<file path="src/rtl/hex_scan_display_pkg.sv">
// Shared display definitions: segment vector type, blank pattern, bit order of
// {a..g} within a segment vector, and a counter-width helper.
package hex_scan_display_pkg;

   typedef logic [6:0] seg_t;

   localparam seg_t SEG_OFF = 7'b0000000;

   localparam int SEG_A_BIT = 6;
   localparam int SEG_B_BIT = 5;
   localparam int SEG_C_BIT = 4;
   localparam int SEG_D_BIT = 3;
   localparam int SEG_E_BIT = 2;
   localparam int SEG_F_BIT = 1;
   localparam int SEG_G_BIT = 0;

   // Bits needed to count 0..range-1, never less than one.
   function automatic int unsigned cnt_width(input int unsigned range);
      return (range <= 1) ? 1 : $clog2(range);
   endfunction

endpackage

</file>
<file path="src/rtl/hex_to_seg.sv">
// Hex nibble to active-high 7-segment glyph, placed on the shared segment bit order.
module hex_to_seg
   import hex_scan_display_pkg::*;
(
   input  logic [3:0] nibble,
   output seg_t       seg
);

   seg_t abcdefg;

   always_comb begin
      // NOTE: assigning a default before the case keeps this purely combinational (no latch).
      abcdefg = SEG_OFF;
      case (nibble)
         4'h0: abcdefg = 7'b1111110;
         4'h1: abcdefg = 7'b0110000;
         4'h2: abcdefg = 7'b1101101;
         4'h3: abcdefg = 7'b1111001;
         4'h4: abcdefg = 7'b0110011;
         4'h5: abcdefg = 7'b1011011;
         4'h6: abcdefg = 7'b1011111;
         4'h7: abcdefg = 7'b1110000;
         4'h8: abcdefg = 7'b1111111;
         4'h9: abcdefg = 7'b1111011;
         4'hA: abcdefg = 7'b1110111;
         4'hB: abcdefg = 7'b0011111;
         4'hC: abcdefg = 7'b1001110;
         4'hD: abcdefg = 7'b0111101;
         4'hE: abcdefg = 7'b1001111;
         4'hF: abcdefg = 7'b1000111;
      endcase
   end

   always_comb begin
      seg            = SEG_OFF;
      seg[SEG_A_BIT] = abcdefg[6];
      seg[SEG_B_BIT] = abcdefg[5];
      seg[SEG_C_BIT] = abcdefg[4];
      seg[SEG_D_BIT] = abcdefg[3];
      seg[SEG_E_BIT] = abcdefg[2];
      seg[SEG_F_BIT] = abcdefg[1];
      seg[SEG_G_BIT] = abcdefg[0];
   end

endmodule

</file>
<file path="src/rtl/hex_scan_display.sv">
// Multiplexed hex display driver: shadow-latched digits scanned with a programmable dwell,
// per-digit dp and blink, leading-zero blanking, and registered polarity-adjusted pins.
module hex_scan_display
   import hex_scan_display_pkg::*;
#(
   parameter int unsigned DIGITS           = 4,
   parameter int unsigned PRESCALE         = 1024,
   parameter int unsigned BLINK_LOG2       = 6,
   parameter bit          ANODE_ACTIVE_LOW = 1'b0,
   parameter bit          SEG_ACTIVE_LOW   = 1'b0
) (
   input  logic                clk,
   input  logic                rst,
   input  logic [4*DIGITS-1:0] data,
   input  logic [DIGITS-1:0]   dp,
   input  logic [DIGITS-1:0]   blink,
   input  logic                load,
   input  logic                lz_blank,
   input  logic                en,
   output logic [DIGITS-1:0]   anodes,
   output logic [6:0]          segments,
   output logic                dp_out,
   output logic                frame_tick
);

   localparam int unsigned PCNT_W = cnt_width(PRESCALE);
   localparam int unsigned IDX_W  = cnt_width(DIGITS);
   localparam int unsigned FCNT_W = (BLINK_LOG2 == 0) ? 1 : BLINK_LOG2;

   localparam logic [PCNT_W-1:0] PCNT_LAST = PCNT_W'(PRESCALE - 1);
   localparam logic [IDX_W-1:0]  IDX_LAST  = IDX_W'(DIGITS - 1);
   // With BLINK_LOG2 = 0 the frame counter stays at 0 and the phase flips every frame.
   localparam logic [FCNT_W-1:0] FCNT_LAST = (BLINK_LOG2 == 0) ? '0 : '1;

   localparam logic [DIGITS-1:0] ANODES_IDLE = {DIGITS{ANODE_ACTIVE_LOW}};
   localparam seg_t              SEG_IDLE    = {7{SEG_ACTIVE_LOW}} ^ SEG_OFF;
   localparam logic              DP_IDLE     = SEG_ACTIVE_LOW;

   logic [4*DIGITS-1:0] data_d, data_q;
   logic [DIGITS-1:0]   dp_d, dp_q;
   logic [DIGITS-1:0]   blink_d, blink_q;
   logic [PCNT_W-1:0]   pcnt_d, pcnt_q;
   logic [IDX_W-1:0]    idx_d, idx_q;
   logic [FCNT_W-1:0]   fcnt_d, fcnt_q;
   logic                bph_d, bph_q;
   logic [DIGITS-1:0]   anodes_d, anodes_q;
   seg_t                segments_d, segments_q;
   logic                dp_out_d, dp_out_q;
   logic                frame_tick_d, frame_tick_q;

   logic [3:0]          nib [DIGITS];
   logic [DIGITS-1:0]   nz_suffix;
   logic [3:0]          cur_nib;
   seg_t                glyph;
   logic [DIGITS-1:0]   onehot;
   logic                dwell_end;
   logic                frame_end;
   logic                lz_hit;
   logic                blank;

   for (genvar gi = 0; gi < DIGITS; gi++) begin : g_nib
      assign nib[gi] = data_q[4*gi +: 4];
   end

   // nz_suffix[i] is set when any shadow nibble from i up to the top digit is non-zero.
   always_comb begin
      logic acc;
      acc       = 1'b0;
      nz_suffix = '0;
      for (int i = int'(DIGITS) - 1; i >= 0; i--) begin
         acc          = acc | (|nib[i]);
         nz_suffix[i] = acc;
      end
   end

   assign cur_nib   = nib[idx_q];
   assign onehot    = DIGITS'(1) << idx_q;
   assign dwell_end = (pcnt_q == PCNT_LAST);
   assign frame_end = dwell_end && (idx_q == IDX_LAST);
   assign lz_hit    = lz_blank && (idx_q != '0) && !nz_suffix[idx_q];
   assign blank     = !en || (blink_q[idx_q] && bph_q) || lz_hit;

   hex_to_seg u_glyph (
      .nibble (cur_nib),
      .seg    (glyph)
   );

   always_comb begin
      data_d  = data_q;
      dp_d    = dp_q;
      blink_d = blink_q;
      if (load) begin
         data_d  = data;
         dp_d    = dp;
         blink_d = blink;
      end

      pcnt_d = dwell_end ? '0 : pcnt_q + PCNT_W'(1);
      idx_d  = idx_q;
      if (dwell_end) begin
         idx_d = (idx_q == IDX_LAST) ? '0 : idx_q + IDX_W'(1);
      end

      fcnt_d = fcnt_q;
      bph_d  = bph_q;
      if (frame_end) begin
         fcnt_d = (fcnt_q == FCNT_LAST) ? '0 : fcnt_q + FCNT_W'(1);
         if (fcnt_q == FCNT_LAST) begin
            bph_d = ~bph_q;
         end
      end

      anodes_d   = '0;
      segments_d = SEG_OFF;
      dp_out_d   = 1'b0;
      if (!blank) begin
         anodes_d   = onehot;
         segments_d = glyph;
         dp_out_d   = dp_q[idx_q];
      end
      // Pin polarity is applied last, just ahead of the output register.
      anodes_d     = anodes_d ^ ANODES_IDLE;
      segments_d   = segments_d ^ SEG_IDLE;
      dp_out_d     = dp_out_d ^ DP_IDLE;
      frame_tick_d = frame_end;
   end

   // NOTE: sequential state uses non-blocking assignments so every flop samples pre-edge values.
   always_ff @(posedge clk) begin
      if (rst) begin
         // NOTE: the shadow registers are reset too, so a freshly reset display shows '0'.
         data_q       <= '0;
         dp_q         <= '0;
         blink_q      <= '0;
         pcnt_q       <= '0;
         idx_q        <= '0;
         fcnt_q       <= '0;
         bph_q        <= 1'b0;
         anodes_q     <= ANODES_IDLE;
         segments_q   <= SEG_IDLE;
         dp_out_q     <= DP_IDLE;
         frame_tick_q <= 1'b0;
      end else begin
         data_q       <= data_d;
         dp_q         <= dp_d;
         blink_q      <= blink_d;
         pcnt_q       <= pcnt_d;
         idx_q        <= idx_d;
         fcnt_q       <= fcnt_d;
         bph_q        <= bph_d;
         anodes_q     <= anodes_d;
         segments_q   <= segments_d;
         dp_out_q     <= dp_out_d;
         frame_tick_q <= frame_tick_d;
      end
   end

   assign anodes     = anodes_q;
   assign segments   = segments_q;
   assign dp_out     = dp_out_q;
   assign frame_tick = frame_tick_q;

endmodule
</file>
<file path="config.mk">
export PLATFORM = sky130hd
export DESIGN_NAME = hex_scan_display
export DESIGN_NICKNAME = d
export VERILOG_FILES = /design/src/rtl/hex_scan_display_pkg.sv /design/src/rtl/hex_to_seg.sv /design/src/rtl/hex_scan_display.sv
export SDC_FILE = /design/constraint.sdc
export NUM_CORES = 1
export LEC_CHECK = 0
export CORE_AREA = 3 3 80 82
export DETAILED_ROUTE_END_ITERATION = 10
export DIE_AREA = 0 0 83 85
export GPL_TIMING_DRIVEN = 0
export PLACE_DENSITY = 0.64
export RECOVER_POWER = 100
export SLEW_MARGIN = 5
export SYNTH_ARGS = -nofsm -noshare
export SYNTH_HDL_FRONTEND = slang
export SYNTH_SLANG_ARGS = --single-unit
export TNS_END_PERCENT = 50
</file>
<file path="constraint.sdc">
create_clock -name clk -period 3.5 [get_ports clk]
set_input_delay 0.7 -clock clk [delete_from_list [all_inputs] [get_ports clk]]
set_output_delay 0.7 -clock clk [all_outputs]
set_load 0.02 [all_outputs]
</file>
==> flow_metrics.py, run 1 <==
metrics = {
    "status": {
        "status": "finished, final reports clean",
    },
    "pwr": {
        "powerDensity_mw_per_mm2": 401,
        "p_switching_mw": 0.276,
        "p_leak_nw": 1.21,
        "power_frac_seq_pct": 55.7,
        "power_frac_comb_pct": 11.5,
        "vdd_drop_max_mv": 0.166,
        "p_int_mw": 0.942,
        "sw_frac_of_total_pct": 22.7,
        "clock_power_share_pct": 32.8,
    },
    "final_layout": {
        "layout_commonest_cell": "dfxtp_1",
        "synthToLayoutAreaGrowth_pct": 23.1,
        "fin_nets": 338,
        "drive_gt1_share_pct": 6.40,
        "final_cell_mix": "dfxtp_1, nor2_1, mux2i_1, clkdlybuf4s50_1, nand2_1",
        "num_antenna_cells": 0,
    },
    "worst_setup_path": {
        "worst-setup-path-type": "reg -> reg",
        "r2r_cells": 8,
        "r2r-end": "segments[4]",
        "path_max_fanout": 10,
        "cp.required_ns": 3.67,
        "crit_family": "buffers and inverters",
        "end_kind": "register",
        "critPathMostFrequentCell": "clkbuf_1",
        "r2r_slack_ns": 1.02,
        "crit_chain": "clkbuf_1 > inv_1 > ha_1 > nand3b_1 > a211oi_1 > nand4bb_1 > clkbuf_1 > nor2_1",
        "endpoint": "segments[4]",
        "worst-path-buf-inv": 3,
        "cp.arrival_ns": 2.66,
        "r2r_start": "idx_q[1]",
        "cp_slowest_cell": "clkbuf_1",
        "crit_cells": 8,
        "crit_start": "idx_q[1]",
        "start_kind": "register",
        "slowest_delay_ns": 0.48,
    },
    "timing": {
        "clock_skew_ns": 0.0143,
        "rsz0062_at_grt": "false",
        "post-route-min-period_ns": 2.48,
        "max-slew-margin-rel_pct": 50.5,
        "worst_pin_slew_ns": 0.743,
        "setup_viol": 0,
        "setup_tns_ns": 0,
        "fmax_mhz": 403,
        "post-route-period-util_pct": 70.9,
        "slew_viol_final": 0,
        "hold_viol_final": 0,
        "timing.hold.ws_ns": 0.466,
    },
    "die": {
        "die_h_um": 85,
        "initial_utilization_pct": 42.4,
        "io_pins": 42,
        "die_w_um": 83,
        "row_count": 28,
        "dieArea_mm2": 0.00706,
        "coreArea_mm2": 0.00582,
    },
    "clock_tree": {
        "clock_path_buffers": 2,
        "cts_max_level": 2,
        "cts_tree": "yes",
        "cts-root-buf": "clkbuf_8",
        "numCtsBuffers": 5,
        "cts.sinks": 56,
        "clock_latency_ns": 0.31,
        "clkTransAtPathRegs_ns": 0.09,
        "cts_setup_buffers": 0,
        "hold_buffers": 0,
        "cts_resized": 0,
    },
    "routing": {
        "wl_per_cell_um": 13.3,
        "drt_wl_total_um": 4970,
        "drt-pass1-iter-count": 5,
        "final_antenna_net_count": 0,
        "vias": 1909,
        "viasPerCell": 5.13,
        "drc": 0,
        "drtIter0Drc": 81,
    },
    "place": {
        "port_buffers": 40,
        "place.gp.congestion": 0.834,
        "hpwl_um": 3770,
    },
    "global_routing": {
        "antenna_found_initial": 0,
        "grt_max_degree": 16,
        "grt_pass1_vias": 1737,
        "grt_usage_pct": 14.5,
        "grt_pass1_wl_um": 8310,
        "grt.overflow.total": 0,
    },
    "synthesis": {
        "synth.distinct_cells": 40,
        "syn_area_mm2": 0.00247,
        "synth_edf_count": 0,
        "synth.avg_cell_area_um2": 9.83,
        "yosys_warnings": 0,
        "synthCells": 251,
        "synth-seq-cells": 56,
        "async_reset_ff_share_pct": 0,
        "syn_nets": 291,
        "ys_seq_area_share_pct": 45.5,
        "yosys_most_used_dff": "dfxtp_1",
    },
    "min_path": {
        "min-delay-start": "pcnt_q[0]",
        "hold_path.class": "reg -> reg",
    },
    "run": {
        "maxCapViolCount": 0,
    },
}
==> flip-flops by register name, indices dropped and copies added, names as in the netlist <==
signal,count
data_q,16
pcnt_q,10
segments,7
fcnt_q,6
anodes,4
blink_q,4
dp_q,4
idx_q,2
bph_q,1
dp_out,1
frame_tick,1
==> power by group through the flow <==
stage	combinational, mW	clock, mW	sequential [mW]
2_1_floorplan	0.0766	0	0.696
3_3_place_gp	0.144	0	0.693
3_5_place_dp	0.145	0	0.693
4_1_cts	0.145	0.409	0.679
5_1_grt	0.154	0.439	0.681
6_report	0.140	0.400	0.678
==> cell families after synthesis <==
| logic type | Yosys count | synth area share, % |
|---|---|---|
| muxes | 32 | 16.0 |
| AOI/OAI and AO/OA | 24 | 6.39 |
| DFF | 56 | 45.5 |
| and+or+nand+nor | 99 | 19.4 |
| xor gates and xnor gates | 10 | 3.55 |
| adders and majority gates | 11 | 5.58 |
| buffers and inverters | 19 | 3.55 |
==> area by class of cell <==
type	instances	area [µm²]
plain buffers	12	48.8
clock buffers	5	68.8
clock inverters	1	30.0
fillers	573	2780
inverters	7	26.3
multi-input cells	176	1250
flip-flops and latches	56	1120
well taps	75	93.8
repair buffers	40	400
==> routing by layer <==
layer  share of wire [%]  vias to the layer above  routed length (µm)  GRT usage [%]
li1                    -                      965                   -              -
met1                  47                      883                2350           19.4
met2                  45                       54                2240           22.4
met3                 5.6                        7                 279           3.98
met4                 1.8                        0                  88           5.35
met5                   0                        -                   0              0
==> worst min-delay path by stage <==
stage | to | cells past startpoint | slack [ns]
finish | pcnt_q[0] | 1 | 0.47
global route | pcnt_q[0] | 1 | 0.50
CTS | pcnt_q[0] | 1 | 0.46
detailed placement | pcnt_q[0] | 1 | 0.45
global placement | pcnt_q[0] | 1 | 0.43
floorplan | pcnt_q[0] | 1 | 0.42
==> worst reg2reg max path, stage by stage, from the launching register on <==
cell and delay, ns:
dfxtp_1 0.43, clkbuf_1 0.48, inv_1 0.18, ha_1 0.22
nand3b_1 0.15, a211oi_1 0.18, nand4bb_1 0.24, clkbuf_1 0.38
nor2_1 0.10
==> Yosys cell counts (all sizes together), types with 2 or more instances <==
cell type	instances	area [µm²]
nor2b	2	12.5
nand4	2	27.5
xnor2	4	35.0
mux4	6	135
mux2i	26	260
nor2	44	165
nor4	5	31.3
o21ai	6	30.0
buf	5	25.0
or3	3	20.0
xor2	6	52.6
clkbuf	7	36.3
a21oi	8	40.0
dfxtp	56	1120
nand3	13	65.1
ha	11	138
nor3	5	36.3
a221oi	4	35.0
a211oi	2	20.0
inv	7	26.3
nand2	19	73.8
==> through the flow <==
step	cell area [µm²]	instances	setup WS (ns)	utilization (%)	power [mW]
after floorplan	2470	251	1.60	-	0.773
after global placement	2960	366	1.32	50.9	0.836
after detailed placement	2960	366	1.35	50.9	0.838
after CTS	3060	372	1.32	52.6	1.23
after global routing	3040	372	0.708	52.2	1.28
final	3040	372	1.02	52.2	1.22
(Power assumes the default switching activity.)
==> run 2, diff against run 1 <==
==> constraint.sdc (replaced) <==
create_clock -name clk -period 2.5 [get_ports clk]
set_input_delay 0.5 -clock clk [delete_from_list [all_inputs] [get_ports clk]]
set_output_delay 0.5 -clock clk [all_outputs]
set_load 0.02 [all_outputs]
==> run 2 against run 1 <==
Net effect: die area unchanged; first-iteration DRC count unchanged; clock skew about the same; global-route usage unchanged; critical path depth unchanged; clock-buffer cell count unchanged; largest cell class unchanged.
==> flow_metrics.py, run 2 (synthesis gave the netlist of run 1 again) <==
metrics = {
    "status": {
        "status": "finished, final reports clean",
    },
    "global_routing": {
        "grt.overflow.total": 0,
        "grt_pass1_vias": 1737,
        "antenna_found_initial": 0,
        "grt_pass1_wl_um": 8310,
        "grt_max_degree": 16,
        "grt_usage_pct": 14.5,
    },
    "timing": {
        "worst_pin_slew_ns": 0.743,
        "post-route-min-period_ns": 2.17,
        "clock_skew_ns": 0.0142,
        "rsz0062_at_grt": "false",
        "setup_tns_ns": 0,
        "fmax_mhz": 460,
        "slew_viol_final": 0,
        "post-route-period-util_pct": 86.9,
        "hold_viol_final": 0,
        "max-slew-margin-rel_pct": 50.5,
        "setup_viol": 0,
    },
    "min_path": {
        "min_to": "pcnt_q[0]",
        "whs_path_depth": 1,
        "min-delay-start": "pcnt_q[0]",
        "hold_path.class": "reg -> reg",
    },
    "routing": {
        "wl_per_cell_um": 13.3,
        "viasPerCell": 5.16,
        "drt_wl_total_um": 4960,
        "final_antenna_net_count": 0,
        "drt-pass1-iter-count": 5,
        "vias": 1918,
        "drtIter0Drc": 81,
        "drc": 0,
    },
    "place": {
        "port_buffers": 40,
        "place.gp.congestion": 0.834,
        "hpwl_um": 3770,
    },
    "worst_setup_path": {
        "end_kind": "register",
        "r2r_start": "idx_q[1]",
        "cp.arrival_ns": 2.36,
        "r2r-end": "segments[3]",
        "critPathMostFrequentCell": "nand2_1",
        "path_max_fanout": 10,
        "r2r_slack_ns": 0.33,
        "crit_family": "multiplexers",
        "cp.required_ns": 2.69,
        "worst-path-buf-inv": 2,
        "r2r_cells": 8,
        "slowest_delay_ns": 0.60,
        "worst-setup-path-type": "reg -> reg",
        "crit_cells": 8,
        "cp_slowest_cell": "mux4_2",
        "start_kind": "register",
        "crit_chain": "buf_2 > mux4_2 > inv_1 > ha_1 > nand2_1 > o21ai_0 > nand2_1 > a21oi_1",
    },
    "clock_tree": {
        "cts_setup_buffers": 0,
        "clock_path_buffers": 2,
        "numCtsBuffers": 5,
        "cts_tree": "yes",
        "clkTransAtPathRegs_ns": 0.09,
        "cts-root-buf": "clkbuf_8",
        "cts_resized": 0,
        "hold_buffers": 0,
        "cts_max_level": 2,
        "clock_latency_ns": 0.31,
        "cts.sinks": 56,
    },
    "final_layout": {
        "largest_register_ffs": 16,
        "num_antenna_cells": 0,
        "synthToLayoutAreaGrowth_pct": 23.2,
        "final_core_util_pct": 52.2,
        "fin_nets": 338,
        "layout_commonest_cell": "dfxtp_1",
        "final_cell_mix": "dfxtp_1, nor2_1, mux2i_1, clkdlybuf4s50_1, nand2_1",
        "n_fill_cell": 571,
        "regMostFlops": "data_q",
        "drive_gt1_share_pct": 7.07,
    },
    "die": {
        "die_h_um": 85,
        "io_pins": 42,
        "dieArea_mm2": 0.00706,
        "die_w_um": 83,
        "initial_utilization_pct": 42.4,
        "coreArea_mm2": 0.00582,
        "row_count": 28,
    },
    "pwr": {
        "p_leak_nw": 1.21,
        "vdd_drop_max_mv": 0.232,
        "powerDensity_mw_per_mm2": 561,
    },
    "run": {
        "maxCapViolCount": 0,
    },
}
run 2: changes by cell type in the layout (fill, tap and decap cells not counted):
cell	change
buf_2	+2
clkbuf_1	-2
run 2: worst reg2reg max path: cells and delay by family, from the launching register on:
family | cells | cell delay [ns]
and+or+nand+nor | 2 | 0.15
DFF | 1 | 0.43
muxes | 1 | 0.60
adders and majority gates | 1 | 0.28
buffers and inverters | 2 | 0.47
AOI/OAI and AO/OA | 2 | 0.13
run 2: power by group:
group          switching, mW  leakage, nW  internal (mW)  total, mW
Clock                  0.272       0.0501          0.288      0.560
Combinational         0.0925        0.704          0.104      0.197
Sequential            0.0222        0.458          0.927      0.949
Total                  0.386         1.21           1.32       1.71
run 2: metrics by stage:
stage	hold slack, ns	instances	cell area [µm²]	setup WS, ns	power, mW
finish	0.466	372	3040	0.328	1.71
global route	0.502	372	3040	0.178	1.79
CTS	0.465	372	3060	0.325	1.73
detailed placement	0.448	366	2960	0.356	1.17
global placement	0.434	366	2960	0.374	1.17
floorplan	0.418	251	2470	0.598	1.08
run 2: layer usage:
metal,up-vias,track usage [%],part of all wire (%)
met5,-,0,0
met4,0,5.35,1.8
met3,7,3.98,6.3
met2,58,22.4,45
met1,887,19.4,47
li1,966,-,-
run 2: layout make-up:
cell class	count	area (µm²)	area share, %
timing repair buffer	40	400	13.2
sequential	56	1120	36.9
multi-input combinational	176	1250	41.0
inverter	7	26.3	0.865
tap	75	93.8	3.09
clock inverter	1	30.0	0.988
buffer	12	51.3	1.69
clock buffer	5	68.8	2.27
run 2: worst max path at each step:
stage          startpoint     endpoint  slack [ns]
3_3_place_gp     idx_q[1]  segments[3]        0.37
5_1_grt         pcnt_q[0]    fcnt_q[3]        0.18
2_1_floorplan    idx_q[1]  segments[3]        0.60
3_5_place_dp     idx_q[1]  segments[3]        0.36
4_1_cts          idx_q[1]  segments[3]        0.32
6_report         idx_q[1]  segments[3]        0.33
==> run 3, diff against run 2 <==
--- a/config.mk
+++ b/config.mk
@@ -5,9 +5,10 @@
 export SDC_FILE = /design/constraint.sdc
 export NUM_CORES = 1
 export LEC_CHECK = 0
-export CORE_AREA = 3 3 80 82
+export CORE_AREA = 2 2 79 81
+export CTS_CLUSTER_DIAMETER = 120
 export DETAILED_ROUTE_END_ITERATION = 10
-export DIE_AREA = 0 0 83 85
+export DIE_AREA = 0 0 81 83
 export GPL_TIMING_DRIVEN = 0
 export PLACE_DENSITY = 0.64
 export RECOVER_POWER = 100
==> run 3 against run 2 <==
Net effect: combinational power is essentially flat; clock power decreased by 7.1%; setup slack got worse by 0.029 ns; critical path type unchanged; clock skew decreased by 0.0045 ns; highest routed layer unchanged; largest power group unchanged.
==> flow_metrics.py, run 3 (synthesis gave the netlist of run 1 again) <==
metrics = {
    "timing": {
        "setup_viol": 0,
        "post-route-min-period_ns": 2.20,
        "post-route-period-util_pct": 88.0,
        "slew_viol_final": 0,
        "fmax_mhz": 454,
        "clock_skew_ns": 0.00978,
        "setup_tns_ns": 0,
        "max-slew-margin-rel_pct": 48.6,
        "rsz0062_at_grt": "false",
        "worst_pin_slew_ns": 0.770,
        "hold_viol_final": 0,
        "timing.hold.ws_ns": 0.469,
    },
    "die": {
        "initial_utilization_pct": 42.4,
        "dieArea_mm2": 0.00672,
        "row_count": 28,
        "die_h_um": 83,
        "coreArea_mm2": 0.00582,
        "io_pins": 42,
        "die_w_um": 81,
    },
    "final_layout": {
        "synthToLayoutAreaGrowth_pct": 23.3,
        "drive_gt1_share_pct": 7.02,
        "largest_register_ffs": 16,
        "regMostFlops": "data_q",
        "final_cell_mix": "dfxtp_1, nor2_1, mux2i_1, clkdlybuf4s50_1, nand2_1",
        "fin_nets": 338,
        "fin_cells": 374,
        "area.sequential_mm2": 0.00112,
        "n_fill_cell": 572,
        "final_core_util_pct": 52.3,
        "multi_input_area_mm2": 0.00125,
        "num_antenna_cells": 0,
        "layout_commonest_cell": "dfxtp_1",
    },
    "clock_tree": {
        "cts-root-buf": "clkbuf_8",
        "cts.sinks": 56,
        "clock_latency_ns": 0.32,
        "cts_resized": 0,
        "clkTransAtPathRegs_ns": 0.10,
        "hold_buffers": 0,
        "numCtsBuffers": 5,
        "cts_max_level": 2,
        "cts_setup_buffers": 0,
        "clock_path_buffers": 2,
        "cts_tree": "yes",
    },
    "worst_setup_path": {
        "slowest_delay_ns": 0.42,
        "cp.required_ns": 2.68,
        "start_kind": "register",
        "cp_slowest_cell": "dfxtp_1",
        "path_max_fanout": 10,
        "end_kind": "register",
        "worst-setup-path-type": "reg -> reg",
        "r2r_slack_ns": 0.30,
        "crit_chain": "buf_2 > inv_1 > ha_1 > nand3b_1 > a211oi_1 > nand4bb_1 > clkbuf_1 > nor3_1",
        "cp.arrival_ns": 2.38,
    },
    "routing": {
        "drt_wl_total_um": 5130,
        "vias": 1921,
        "drt-pass1-iter-count": 4,
        "final_antenna_net_count": 0,
        "drc": 0,
        "wl_per_cell_um": 13.7,
        "viasPerCell": 5.14,
        "drtIter0Drc": 80,
    },
    "pwr": {
        "p_leak_nw": 1.22,
        "powerDensity_mw_per_mm2": 548,
        "p_total_mw": 1.67,
        "vdd_drop_max_mv": 0.266,
    },
    "min_path": {
        "hold_path.class": "reg -> reg",
    },
    "place": {
        "place.gp.congestion": 0.853,
        "hpwl_um": 3850,
        "dp_cells": 366,
        "port_buffers": 40,
    },
    "status": {
        "status": "finished, final reports clean",
    },
    "global_routing": {
        "grt_pass1_wl_um": 8980,
        "grt_max_degree": 17,
        "grt.overflow.total": 0,
        "grt_pass1_vias": 1833,
        "grt_usage_pct": 17.1,
        "antenna_found_initial": 0,
    },
    "run": {
        "maxCapViolCount": 0,
    },
}
run 3: cell count changes in the layout (fill, tap and decap cells not counted), sizes merged:
cell	delta
buf	-1
bufinv	-1
clkbuf	+3
clkinvlp	+1
run 3: power by group:
group          internal [mW]  switching, mW
logic                  0.104         0.0931
registers              0.927         0.0221
clock network          0.226          0.294
run 3: critical path, delay by kind of cell, from the launching register on:
family / cells / cell delay, ns
AOI/OAI and AO/OA: 1 / 0.16
adders and majority gates: 1 / 0.18
buffers and inverters: 3 / 0.81
DFF: 1 / 0.42
and+or+nand+nor: 3 / 0.49
run 3: final cells by class:
type	instances	share of cell area, %
clock buffers	7	2.84
plain buffers	12	1.65
well taps	75	3.09
repair buffers	40	13.2
inverters	7	0.864
flip-flops and latches	56	36.9
clock inverters	1	0.247
multi-input cells	176	41.3
run 3: metal layers:
metal  wire length (µm)  GRT usage (%)  up-vias
li1                   -              -      973
met1               2490           23.8      903
met2               2380           26.0       37
met3                176           3.91        8
met4                 90           5.24        0
met5                  0              0        -
run 3: final timing paths:
check                    to  cells after the start       from
setup reg to reg  anodes[0]                      8   idx_q[1]
hold / removal    pcnt_q[0]                      1  pcnt_q[0]
hold reg to reg   pcnt_q[0]                      1  pcnt_q[0]
setup / recovery  anodes[0]                      8   idx_q[1]
run 3: metrics by stage:
step / instance area (µm²) / worst slack [ns]
CTS: 3050 / 0.317
detailed placement: 2960 / 0.343
finish: 3040 / 0.300
global placement: 2960 / 0.369
floorplan: 2470 / 0.598
global route: 3040 / 0.0747
